--- src/rtl/multi_ch_measure_ctl_if.sv ---
// -----------------------------------------------------------------------------
// multi_ch_measure_ctl_if
//   Bundles the sweep configuration, the DAC / strobe / comparator handshakes
//   and the measurement-point stream of multi_ch_measure_ctl.
//
//   master : the controller (drives DAC, strobe, delay code, point stream)
//   slave  : the surrounding analog front end and measurement FIFO
// -----------------------------------------------------------------------------
interface multi_ch_measure_ctl_if #(
    parameter int N_CH = 4,
    parameter int TH_W = 16,
    parameter int DC_W = 10,
    parameter int CH_W = (N_CH > 1) ? $clog2(N_CH) : 1
);
    // configuration / control
    logic            run_i;
    logic            mode_i;
    logic [DC_W-1:0] d_start_i;
    logic [DC_W-1:0] d_stop_i;
    logic [DC_W-1:0] d_code_delta_i;
    logic [TH_W-1:0] threshold_delta_i;

    // comparators and strobe generator
    logic [N_CH-1:0] cmp_out_i;
    logic            stb_req_o;
    logic            stb_valid_i;

    // threshold DAC
    logic [TH_W-1:0] threshold_o;
    logic [CH_W-1:0] threshold_ch_o;
    logic            threshold_wre_o;
    logic            threshold_rdy_i;

    // delay line
    logic [DC_W-1:0] d_code_o;

    // measurement point stream
    logic            point_valid_o;
    logic            point_ready_i;
    logic [CH_W-1:0] point_ch_o;
    logic [DC_W-1:0] point_t_o;
    logic [TH_W-1:0] point_v_o;
    logic            point_sat_o;

    // status
    logic            busy_o;
    logic            done_o;

    modport master (
        input  run_i, mode_i, d_start_i, d_stop_i, d_code_delta_i, threshold_delta_i,
        input  cmp_out_i, stb_valid_i, threshold_rdy_i, point_ready_i,
        output stb_req_o, threshold_o, threshold_ch_o, threshold_wre_o, d_code_o,
        output point_valid_o, point_ch_o, point_t_o, point_v_o, point_sat_o,
        output busy_o, done_o
    );

    modport slave (
        output run_i, mode_i, d_start_i, d_stop_i, d_code_delta_i, threshold_delta_i,
        output cmp_out_i, stb_valid_i, threshold_rdy_i, point_ready_i,
        input  stb_req_o, threshold_o, threshold_ch_o, threshold_wre_o, d_code_o,
        input  point_valid_o, point_ch_o, point_t_o, point_v_o, point_sat_o,
        input  busy_o, done_o
    );
endinterface

--- src/rtl/multi_ch_measure_ctl.sv ---
// -----------------------------------------------------------------------------
// multi_ch_measure_ctl
//   Sweeps a shared delay-line code over [d_start, d_stop] and, at every delay
//   step, resolves the threshold crossing of each comparator channel in turn,
//   either by successive approximation (mode 1) or linear stepping (mode 0).
//   Each resolved point is offered on a valid/ready stream.
//
// Ports
//   clk_i   : clock
//   arst_i  : asynchronous active-high reset
//   bus     : multi_ch_measure_ctl_if.master (config, DAC, strobe,
//             comparator, delay code, point stream, busy/done)
//
// state    | meaning
// ---------+---------------------------------------------------------------
// IDLE     | waiting for run; outputs hold their last values
// SET_THR  | load working threshold into the DAC registers, pulse write
// WAIT_THR | wait for DAC settled
// REQ_STB  | pulse strobe request
// WAIT_STB | wait for strobe done, capture the current channel's comparator
// EVAL     | advance the search or resolve the point
// EMIT     | offer the point until accepted
// NEXT     | next channel, or next delay step, or finish the sweep
// -----------------------------------------------------------------------------
module multi_ch_measure_ctl #(
    parameter int N_CH = 4,
    parameter int TH_W = 16,
    parameter int DC_W = 10,
    parameter int CH_W = (N_CH > 1) ? $clog2(N_CH) : 1
) (
    input  logic                  clk_i,
    input  logic                  arst_i,
    multi_ch_measure_ctl_if.master bus
);

    localparam logic [2:0] S_IDLE     = 3'd0;
    localparam logic [2:0] S_SET_THR  = 3'd1;
    localparam logic [2:0] S_WAIT_THR = 3'd2;
    localparam logic [2:0] S_REQ_STB  = 3'd3;
    localparam logic [2:0] S_WAIT_STB = 3'd4;
    localparam logic [2:0] S_EVAL     = 3'd5;
    localparam logic [2:0] S_EMIT     = 3'd6;
    localparam logic [2:0] S_NEXT     = 3'd7;

    localparam int              BIT_W   = (TH_W > 1) ? $clog2(TH_W) : 1;
    localparam logic [TH_W-1:0] THR_MID = TH_W'(1) << (TH_W - 1);
    localparam logic [BIT_W-1:0] BIT_TOP = BIT_W'(TH_W - 1);
    localparam logic [CH_W-1:0] CH_LAST = CH_W'(N_CH - 1);

    logic [2:0]       state;
    logic             mode_q;
    logic [DC_W-1:0]  d_stop_q;
    logic [CH_W-1:0]  ch;
    logic [TH_W-1:0]  thr;          // working threshold of the running search
    logic [BIT_W-1:0] bit_idx;
    logic [TH_W-1:0]  last_hit;
    logic             hit_seen;
    logic             cmp_q;

    logic             stb_req;
    logic [TH_W-1:0]  threshold;
    logic [CH_W-1:0]  threshold_ch;
    logic             threshold_wre;
    logic [DC_W-1:0]  d_code;
    logic             point_valid;
    logic [CH_W-1:0]  point_ch;
    logic [DC_W-1:0]  point_t;
    logic [TH_W-1:0]  point_v;
    logic             point_sat;
    logic             busy;
    logic             done;

    logic [TH_W-1:0]  th_delta;
    logic [DC_W-1:0]  dc_delta;
    logic [TH_W:0]    lin_sum;
    logic [DC_W:0]    dc_sum;
    logic [TH_W-1:0]  bin_res;
    logic [TH_W-1:0]  bin_next;
    logic             emit_now;
    logic [TH_W-1:0]  emit_v;
    logic             emit_sat;

    // Step sizes of zero would stall the sweep, so they are promoted to one.
    // Sums are one bit wider so overflow shows up in the MSB.
    always_comb begin
        th_delta = (bus.threshold_delta_i == '0) ? TH_W'(1) : bus.threshold_delta_i;
        dc_delta = (bus.d_code_delta_i == '0) ? DC_W'(1) : bus.d_code_delta_i;
        lin_sum  = {1'b0, thr} + {1'b0, th_delta};
        dc_sum   = {1'b0, d_code} + {1'b0, dc_delta};

        bin_res = thr;
        if (!cmp_q) begin
            bin_res[bit_idx] = 1'b0;
        end
        bin_next = bin_res | (TH_W'(1) << (bit_idx - BIT_W'(1)));
    end

    always_comb begin
        emit_now = 1'b0;
        emit_v   = bin_res;
        emit_sat = (&bin_res) || ((bin_res == '0) && !cmp_q);
        if (mode_q) begin
            emit_now = (bit_idx == '0);
        end else if (!cmp_q) begin
            emit_now = 1'b1;
            emit_v   = last_hit;
            emit_sat = !hit_seen;
        end else if (lin_sum[TH_W]) begin
            emit_now = 1'b1;
            emit_v   = thr;
            emit_sat = 1'b1;
        end
    end

    always_ff @(posedge clk_i or posedge arst_i) begin
        if (arst_i) begin
            state         <= S_IDLE;
            mode_q        <= 1'b0;
            d_stop_q      <= '0;
            ch            <= '0;
            thr           <= '0;
            bit_idx       <= '0;
            last_hit      <= '0;
            hit_seen      <= 1'b0;
            cmp_q         <= 1'b0;
            stb_req       <= 1'b0;
            threshold     <= '0;
            threshold_ch  <= '0;
            threshold_wre <= 1'b0;
            d_code        <= '0;
            point_valid   <= 1'b0;
            point_ch      <= '0;
            point_t       <= '0;
            point_v       <= '0;
            point_sat     <= 1'b0;
            busy          <= 1'b0;
            done          <= 1'b0;
        end else begin
            threshold_wre <= 1'b0;
            stb_req       <= 1'b0;
            done          <= 1'b0;

            if ((state != S_IDLE) && !bus.run_i) begin
                // abort: DAC and delay codes deliberately keep their values
                state       <= S_IDLE;
                busy        <= 1'b0;
                point_valid <= 1'b0;
            end else begin
                case (state)
                    S_IDLE: begin
                        if (bus.run_i) begin
                            mode_q   <= bus.mode_i;
                            d_stop_q <= bus.d_stop_i;
                            d_code   <= bus.d_start_i;
                            ch       <= '0;
                            thr      <= bus.mode_i ? THR_MID : '0;
                            bit_idx  <= BIT_TOP;
                            last_hit <= '0;
                            hit_seen <= 1'b0;
                            busy     <= 1'b1;
                            state    <= S_SET_THR;
                        end
                    end
                    S_SET_THR: begin
                        threshold     <= thr;
                        threshold_ch  <= ch;
                        threshold_wre <= 1'b1;
                        state         <= S_WAIT_THR;
                    end
                    S_WAIT_THR: begin
                        if (bus.threshold_rdy_i) begin
                            state <= S_REQ_STB;
                        end
                    end
                    S_REQ_STB: begin
                        stb_req <= 1'b1;
                        state   <= S_WAIT_STB;
                    end
                    S_WAIT_STB: begin
                        if (bus.stb_valid_i) begin
                            cmp_q <= bus.cmp_out_i[ch];
                            state <= S_EVAL;
                        end
                    end
                    S_EVAL: begin
                        if (!mode_q && cmp_q) begin
                            last_hit <= thr;
                            hit_seen <= 1'b1;
                        end
                        if (emit_now) begin
                            point_valid <= 1'b1;
                            point_ch    <= ch;
                            point_t     <= d_code;
                            point_v     <= emit_v;
                            point_sat   <= emit_sat;
                            state       <= S_EMIT;
                        end else begin
                            if (mode_q) begin
                                thr     <= bin_next;
                                bit_idx <= bit_idx - BIT_W'(1);
                            end else begin
                                thr <= lin_sum[TH_W-1:0];
                            end
                            state <= S_SET_THR;
                        end
                    end
                    S_EMIT: begin
                        if (bus.point_ready_i) begin
                            point_valid <= 1'b0;
                            state       <= S_NEXT;
                        end
                    end
                    S_NEXT: begin
                        thr      <= mode_q ? THR_MID : '0;
                        bit_idx  <= BIT_TOP;
                        last_hit <= '0;
                        hit_seen <= 1'b0;
                        if (ch != CH_LAST) begin
                            ch    <= ch + CH_W'(1);
                            state <= S_SET_THR;
                        end else begin
                            ch <= '0;
                            if (dc_sum[DC_W] || (dc_sum > {1'b0, d_stop_q})) begin
                                busy  <= 1'b0;
                                done  <= 1'b1;
                                state <= S_IDLE;
                            end else begin
                                d_code <= dc_sum[DC_W-1:0];
                                state  <= S_SET_THR;
                            end
                        end
                    end
                    default: state <= S_IDLE;
                endcase
            end
        end
    end

    assign bus.stb_req_o       = stb_req;
    assign bus.threshold_o     = threshold;
    assign bus.threshold_ch_o  = threshold_ch;
    assign bus.threshold_wre_o = threshold_wre;
    assign bus.d_code_o        = d_code;
    assign bus.point_valid_o   = point_valid;
    assign bus.point_ch_o      = point_ch;
    assign bus.point_t_o       = point_t;
    assign bus.point_v_o       = point_v;
    assign bus.point_sat_o     = point_sat;
    assign bus.busy_o          = busy;
    assign bus.done_o          = done;

endmodule

--- src/flat_wrapper.sv ---
// flat-port wrapper written by rule: the top's interface ports become plain ports
module multi_ch_measure_ctl_flat 
#(
    parameter int N_CH = 4,
    parameter int TH_W = 16,
    parameter int DC_W = 10,
    parameter int CH_W = (N_CH > 1) ? $clog2(N_CH) : 1
)
  (clk_i, arst_i, bus_run_i, bus_mode_i, bus_d_start_i, bus_d_stop_i, bus_d_code_delta_i, bus_threshold_delta_i, bus_cmp_out_i, bus_stb_valid_i, bus_threshold_rdy_i, bus_point_ready_i, bus_stb_req_o, bus_threshold_o, bus_threshold_ch_o, bus_threshold_wre_o, bus_d_code_o, bus_point_valid_o, bus_point_ch_o, bus_point_t_o, bus_point_v_o, bus_point_sat_o, bus_busy_o, bus_done_o);
  multi_ch_measure_ctl_if #(.N_CH(N_CH), .TH_W(TH_W), .DC_W(DC_W), .CH_W(CH_W)) bus_i ();
  input  logic clk_i;
  input  logic arst_i;
  input wire logic [$bits(bus_i.run_i)-1:0] bus_run_i;
  input wire logic [$bits(bus_i.mode_i)-1:0] bus_mode_i;
  input wire logic [$bits(bus_i.d_start_i)-1:0] bus_d_start_i;
  input wire logic [$bits(bus_i.d_stop_i)-1:0] bus_d_stop_i;
  input wire logic [$bits(bus_i.d_code_delta_i)-1:0] bus_d_code_delta_i;
  input wire logic [$bits(bus_i.threshold_delta_i)-1:0] bus_threshold_delta_i;
  input wire logic [$bits(bus_i.cmp_out_i)-1:0] bus_cmp_out_i;
  input wire logic [$bits(bus_i.stb_valid_i)-1:0] bus_stb_valid_i;
  input wire logic [$bits(bus_i.threshold_rdy_i)-1:0] bus_threshold_rdy_i;
  input wire logic [$bits(bus_i.point_ready_i)-1:0] bus_point_ready_i;
  output wire logic [$bits(bus_i.stb_req_o)-1:0] bus_stb_req_o;
  output wire logic [$bits(bus_i.threshold_o)-1:0] bus_threshold_o;
  output wire logic [$bits(bus_i.threshold_ch_o)-1:0] bus_threshold_ch_o;
  output wire logic [$bits(bus_i.threshold_wre_o)-1:0] bus_threshold_wre_o;
  output wire logic [$bits(bus_i.d_code_o)-1:0] bus_d_code_o;
  output wire logic [$bits(bus_i.point_valid_o)-1:0] bus_point_valid_o;
  output wire logic [$bits(bus_i.point_ch_o)-1:0] bus_point_ch_o;
  output wire logic [$bits(bus_i.point_t_o)-1:0] bus_point_t_o;
  output wire logic [$bits(bus_i.point_v_o)-1:0] bus_point_v_o;
  output wire logic [$bits(bus_i.point_sat_o)-1:0] bus_point_sat_o;
  output wire logic [$bits(bus_i.busy_o)-1:0] bus_busy_o;
  output wire logic [$bits(bus_i.done_o)-1:0] bus_done_o;
  assign bus_i.run_i = bus_run_i;
  assign bus_i.mode_i = bus_mode_i;
  assign bus_i.d_start_i = bus_d_start_i;
  assign bus_i.d_stop_i = bus_d_stop_i;
  assign bus_i.d_code_delta_i = bus_d_code_delta_i;
  assign bus_i.threshold_delta_i = bus_threshold_delta_i;
  assign bus_i.cmp_out_i = bus_cmp_out_i;
  assign bus_i.stb_valid_i = bus_stb_valid_i;
  assign bus_i.threshold_rdy_i = bus_threshold_rdy_i;
  assign bus_i.point_ready_i = bus_point_ready_i;
  assign bus_stb_req_o = bus_i.stb_req_o;
  assign bus_threshold_o = bus_i.threshold_o;
  assign bus_threshold_ch_o = bus_i.threshold_ch_o;
  assign bus_threshold_wre_o = bus_i.threshold_wre_o;
  assign bus_d_code_o = bus_i.d_code_o;
  assign bus_point_valid_o = bus_i.point_valid_o;
  assign bus_point_ch_o = bus_i.point_ch_o;
  assign bus_point_t_o = bus_i.point_t_o;
  assign bus_point_v_o = bus_i.point_v_o;
  assign bus_point_sat_o = bus_i.point_sat_o;
  assign bus_busy_o = bus_i.busy_o;
  assign bus_done_o = bus_i.done_o;
  multi_ch_measure_ctl #(.N_CH(N_CH), .TH_W(TH_W), .DC_W(DC_W), .CH_W(CH_W)) u_core (.clk_i(clk_i), .arst_i(arst_i), .bus(bus_i));
endmodule
--- config.mk ---
export PLATFORM = sky130hd
export DESIGN_NAME = multi_ch_measure_ctl_flat
export DESIGN_NICKNAME = d
export VERILOG_FILES = /design/src/rtl/multi_ch_measure_ctl_if.sv /design/src/rtl/multi_ch_measure_ctl.sv /design/src/flat_wrapper.sv
export SDC_FILE = /design/constraint.sdc
export NUM_CORES = 1
export LEC_CHECK = 0
export ABC_CLOCK_PERIOD_IN_PS = 9200
export CORE_ASPECT_RATIO = 0.7
export CORE_MARGIN = 1
export CORE_UTILIZATION = 50
export DETAILED_ROUTE_END_ITERATION = 12
export HOLD_SLACK_MARGIN = 0.12
export PLACE_DENSITY = 0.74
export SLEW_MARGIN = 25
export SYNTH_ARGS = -nofsm -noshare
export SYNTH_HDL_FRONTEND = slang
export SYNTH_SLANG_ARGS = --single-unit
--- constraint.sdc ---
create_clock -name clk_i -period 9.2 [get_ports clk_i]
set_input_delay 1.84 -clock clk_i [delete_from_list [all_inputs] [get_ports clk_i]]
set_output_delay 1.84 -clock clk_i [all_outputs]
set_load 0.03 [all_outputs]
==> impl_metrics.json <==
{
  "outcome": "finished clean",
  "via_count": 6312,
  "synth_seq_cells": 116,
  "drv_cap": 0,
  "slew_violations": 0,
  "initial_core_util": 0.513,
  "cts_sinks": 116,
  "wl_per_cell_microns": 19.7,
  "place_ws_ns": 2.72,
  "hold_viol_final": 0,
  "netlist_area_sq_um": 7170,
  "portBuffers": 118,
  "yosysTopAreaCellShare": 0.405,
  "synth_most_common_cell": "dfrtp_1",
  "layout_setup_ws_ns": 3.03,
  "clk_pin_slew_ns": 0.06,
  "p_sw_uw": 753,
  "cts-root-buf": "clkbuf_16",
  "grt_antenna_before_repair": 0,
  "synthArstFlopShare": 1.00,
  "drt-total-wl_microns": 20700,
  "crit_type": "in -> reg",
  "critPathArrivalTime_ns": 6.47,
  "worst_pin_slew_ns": 0.891,
  "cp_top_family": "compound AO/OA/AOI/OAI gates",
  "synth_edf_count": 0,
  "crit_chain": "clkdlybuf4s50_1 -> nor3_1 -> a31o_2 -> ha_1 -> fa_1 -> a211o_1 -> a21oi_1 -> o21bai_1 -> xor2_1 -> ha_1 -> nand2_1 -> nor2_1 -> a2111oi_0 -> a211o_1 -> nand3_1 -> o22ai_1 -> buf_4 -> mux2_2",
  "synthFlopType": "dfrtp_1",
  "path_buf_inv": 2,
  "final_net_count": 953,
  "syn_inst": 765,
  "syn_to_final_growth_pct": 25.6,
  "coreArea_sq_um": 14000,
  "worstSetupStartpointType": "primary input",
  "ant_nets": 0,
  "period_needed_ns": 6.17,
  "antennaDiodeCount": 0,
  "ys_warn_count": 0,
  "dp_hpwl_microns": 15400,
  "die_h_microns": 102,
  "vdd_drop_max_v": 0.000136,
  "cts_resized": 0,
  "grt_pass1_wl_microns": 33300,
  "critPathSlowestCell": "a2111oi_0",
  "worst-path-max-fanout": 10,
  "cts_setup_buffers": 0,
  "final_area_sq_um": 9000,
  "fin_skew_ns": 0.0101,
  "clock_power_share": 0.327,
  "dieArea_sq_um": 14800,
  "vias_per_cell": 5.99,
  "critPathMaxStageDelay_ns": 0.62,
  "p_comb_frac": 0.354,
  "cp-end-kind": "flip-flop",
  "synth-seq-area-share": 0.405,
  "yosys.area.top_type": "dfrtp_1",
  "die_x_microns": 145,
  "cts_hold_buf": 0,
  "track_usage": 0.292,
  "grt-ovfl-total": 0,
  "finalCritPeriodShare": 0.671,
  "h-tree-depth": 4,
  "required_ns": 9.50,
  "setup_viol": 0,
  "fmax_mhz": 162,
  "gp_congestion": 0.911,
  "numCtsBuffers": 17,
  "hold_class": "reg -> reg",
  "setup_tns_ns": 0,
  "p_seq_frac": 0.318,
  "place_area_sq_um": 8410,
  "swShare": 0.372,
  "power_density_nw_per_um2": 225,
  "slew_headroom": 0.406,
  "first_iter_violations": 469,
  "cts_tree": "yes",
  "synth.distinct_cells": 61,
  "rows": 36,
  "synth_fp_nets": 868,
  "grt_max_degree": 71,
  "drive_above_1_share": 0.122,
  "rsz0062_at_grt": "no",
  "syn_area_per_cell_sq_um": 9.37,
  "p_int_mw": 1.27,
  "drt-pass1-iter-count": 5,
  "drc": 0,
  "synth_area_leaders": "dfrtp_1, ha_1, mux2_2",
  "p_leak_nw": 4.07,
  "grt_pass1_vias": 6012,
  "clk_latency_ns": 0.41,
  "clockBufferDepth": 2,
  "yosys-top-cells-count": "dfrtp_1, nand2_1, o21ai_0",
  "io-pin-count": 119
}
[worst reg2reg max path: cells and delay by family, from the launching register on]
family / cells / cell delay (ns)
muxes: 1 / 0.37
AOI/OAI and AO/OA: 6 / 1.64
and+or+nand+nor: 3 / 0.25
buffers and inverters: 1 / 0.25
DFF: 1 / 0.43
xor gates and xnor gates: 1 / 0.20
adders and majority gates: 3 / 1.02
[cell usage in the layout, fill, tap and decap left out, types with 14 or more instances in the layout]
cell,netlist,layout
o21ai_0,81,81
nand2_1,93,93
mux2_2,47,47
clkbuf_16,0,17
clkdlybuf4s50_1,0,118
dfrtp_1,116,115
a21oi_1,39,39
mux2i_1,14,14
xnor2_1,14,14
nor2_1,42,40
a22o_1,17,17
ha_1,44,44
inv_1,27,26
[metal layers]
| layer | part of all wire | vias up | GRT usage |
|---|---|---|---|
| met5 | 0 | - | 0 |
| met1 | 0.50 | 3088 | 0.442 |
| met4 | 0.010 | 0 | 0.0761 |
| met3 | 0.066 | 25 | 0.0585 |
| met2 | 0.42 | 251 | 0.425 |
| li1 | - | 2948 | - |
[cell families (layout without fill, tap and decap cells)]
| logic type | after synthesis | in the layout | share of synthesized area |
|---|---|---|---|
| AOI/OAI and AO/OA | 226 | 226 | 0.211 |
| xor gates and xnor gates | 21 | 21 | 0.0257 |
| adders and majority gates | 46 | 46 | 0.0824 |
| buffers and inverters | 86 | 184 | 0.0471 |
| DFF | 116 | 116 | 0.405 |
| muxes | 62 | 62 | 0.0966 |
| and+or+nand+nor | 208 | 208 | 0.132 |
[stage by stage]
step / util / power [mW] / std cells / hold WS (ns)
final: 0.645 / 2.02 / 1053 / 0.476
after global routing: 0.645 / 2.13 / 1053 / 0.508
after CTS: 0.645 / 2.02 / 1053 / 0.482
after detailed placement: 0.602 / 1.36 / 1021 / 0.470
after global placement: 0.602 / 1.34 / 1021 / 0.461
after floorplan: - / 1.10 / 765 / 0.450
[power groups by stage]
stage                     clock, mW  sequential [mW]  combinational (mW)
final                         0.663            0.644               0.717
after global routing          0.694            0.654               0.778
after CTS                     0.670            0.643               0.709
after detailed placement          0            0.652               0.705
after global placement            0            0.647               0.689
after floorplan                   0            0.706               0.397
[cell type report]
cell class / instances / area (sq um)
fillers: 1158 / 4960
multi-input cells: 563 / 3930
flip-flops and latches: 116 / 2900
repair buffers: 124 / 1230
clock buffers: 19 / 443
well taps: 190 / 238
clock inverters: 13 / 150
inverters: 28 / 108
[flip-flops by register name, indices dropped and copies added, names as in the netlist, 3 cells and up]
signal                  count
u_core.bus.d_code_o        10
u_core.thr                 16
u_core.bit_idx              4
u_core.bus.point_v_o       16
u_core.last_hit            16
u_core.bus.point_t_o       10
u_core.d_stop_q            10
u_core.bus.threshold_o     16
u_core.state                3
[final timing paths]
kind	startpoint	end	slack, ns	cells after the start
worst max register to register	u_core.bus.d_code_o[0]$_DFFE_PP0P_	u_core.bus.d_code_o[6]$_DFFE_PP0P_	4.93	15
max in group asynchronous	arst_i	u_core.cmp_q$_DFFE_PP0P_	5.99	3
worst max-delay path	bus_d_code_delta_i[1]	u_core.bus.d_code_o[6]$_DFFE_PP0P_	3.03	18
worst min register to register	u_core.bus.point_t_o[8]$_DFFE_PP0P_	u_core.bus.point_t_o[8]$_DFFE_PP0P_	0.48	2
worst min-delay path	u_core.bus.point_t_o[8]$_DFFE_PP0P_	u_core.bus.point_t_o[8]$_DFFE_PP0P_	0.48	2
min in group asynchronous	arst_i	u_core.bus.point_v_o[5]$_DFFE_PP0P_	1.85	2
Note: power is estimated with default switching activity, not from simulation.
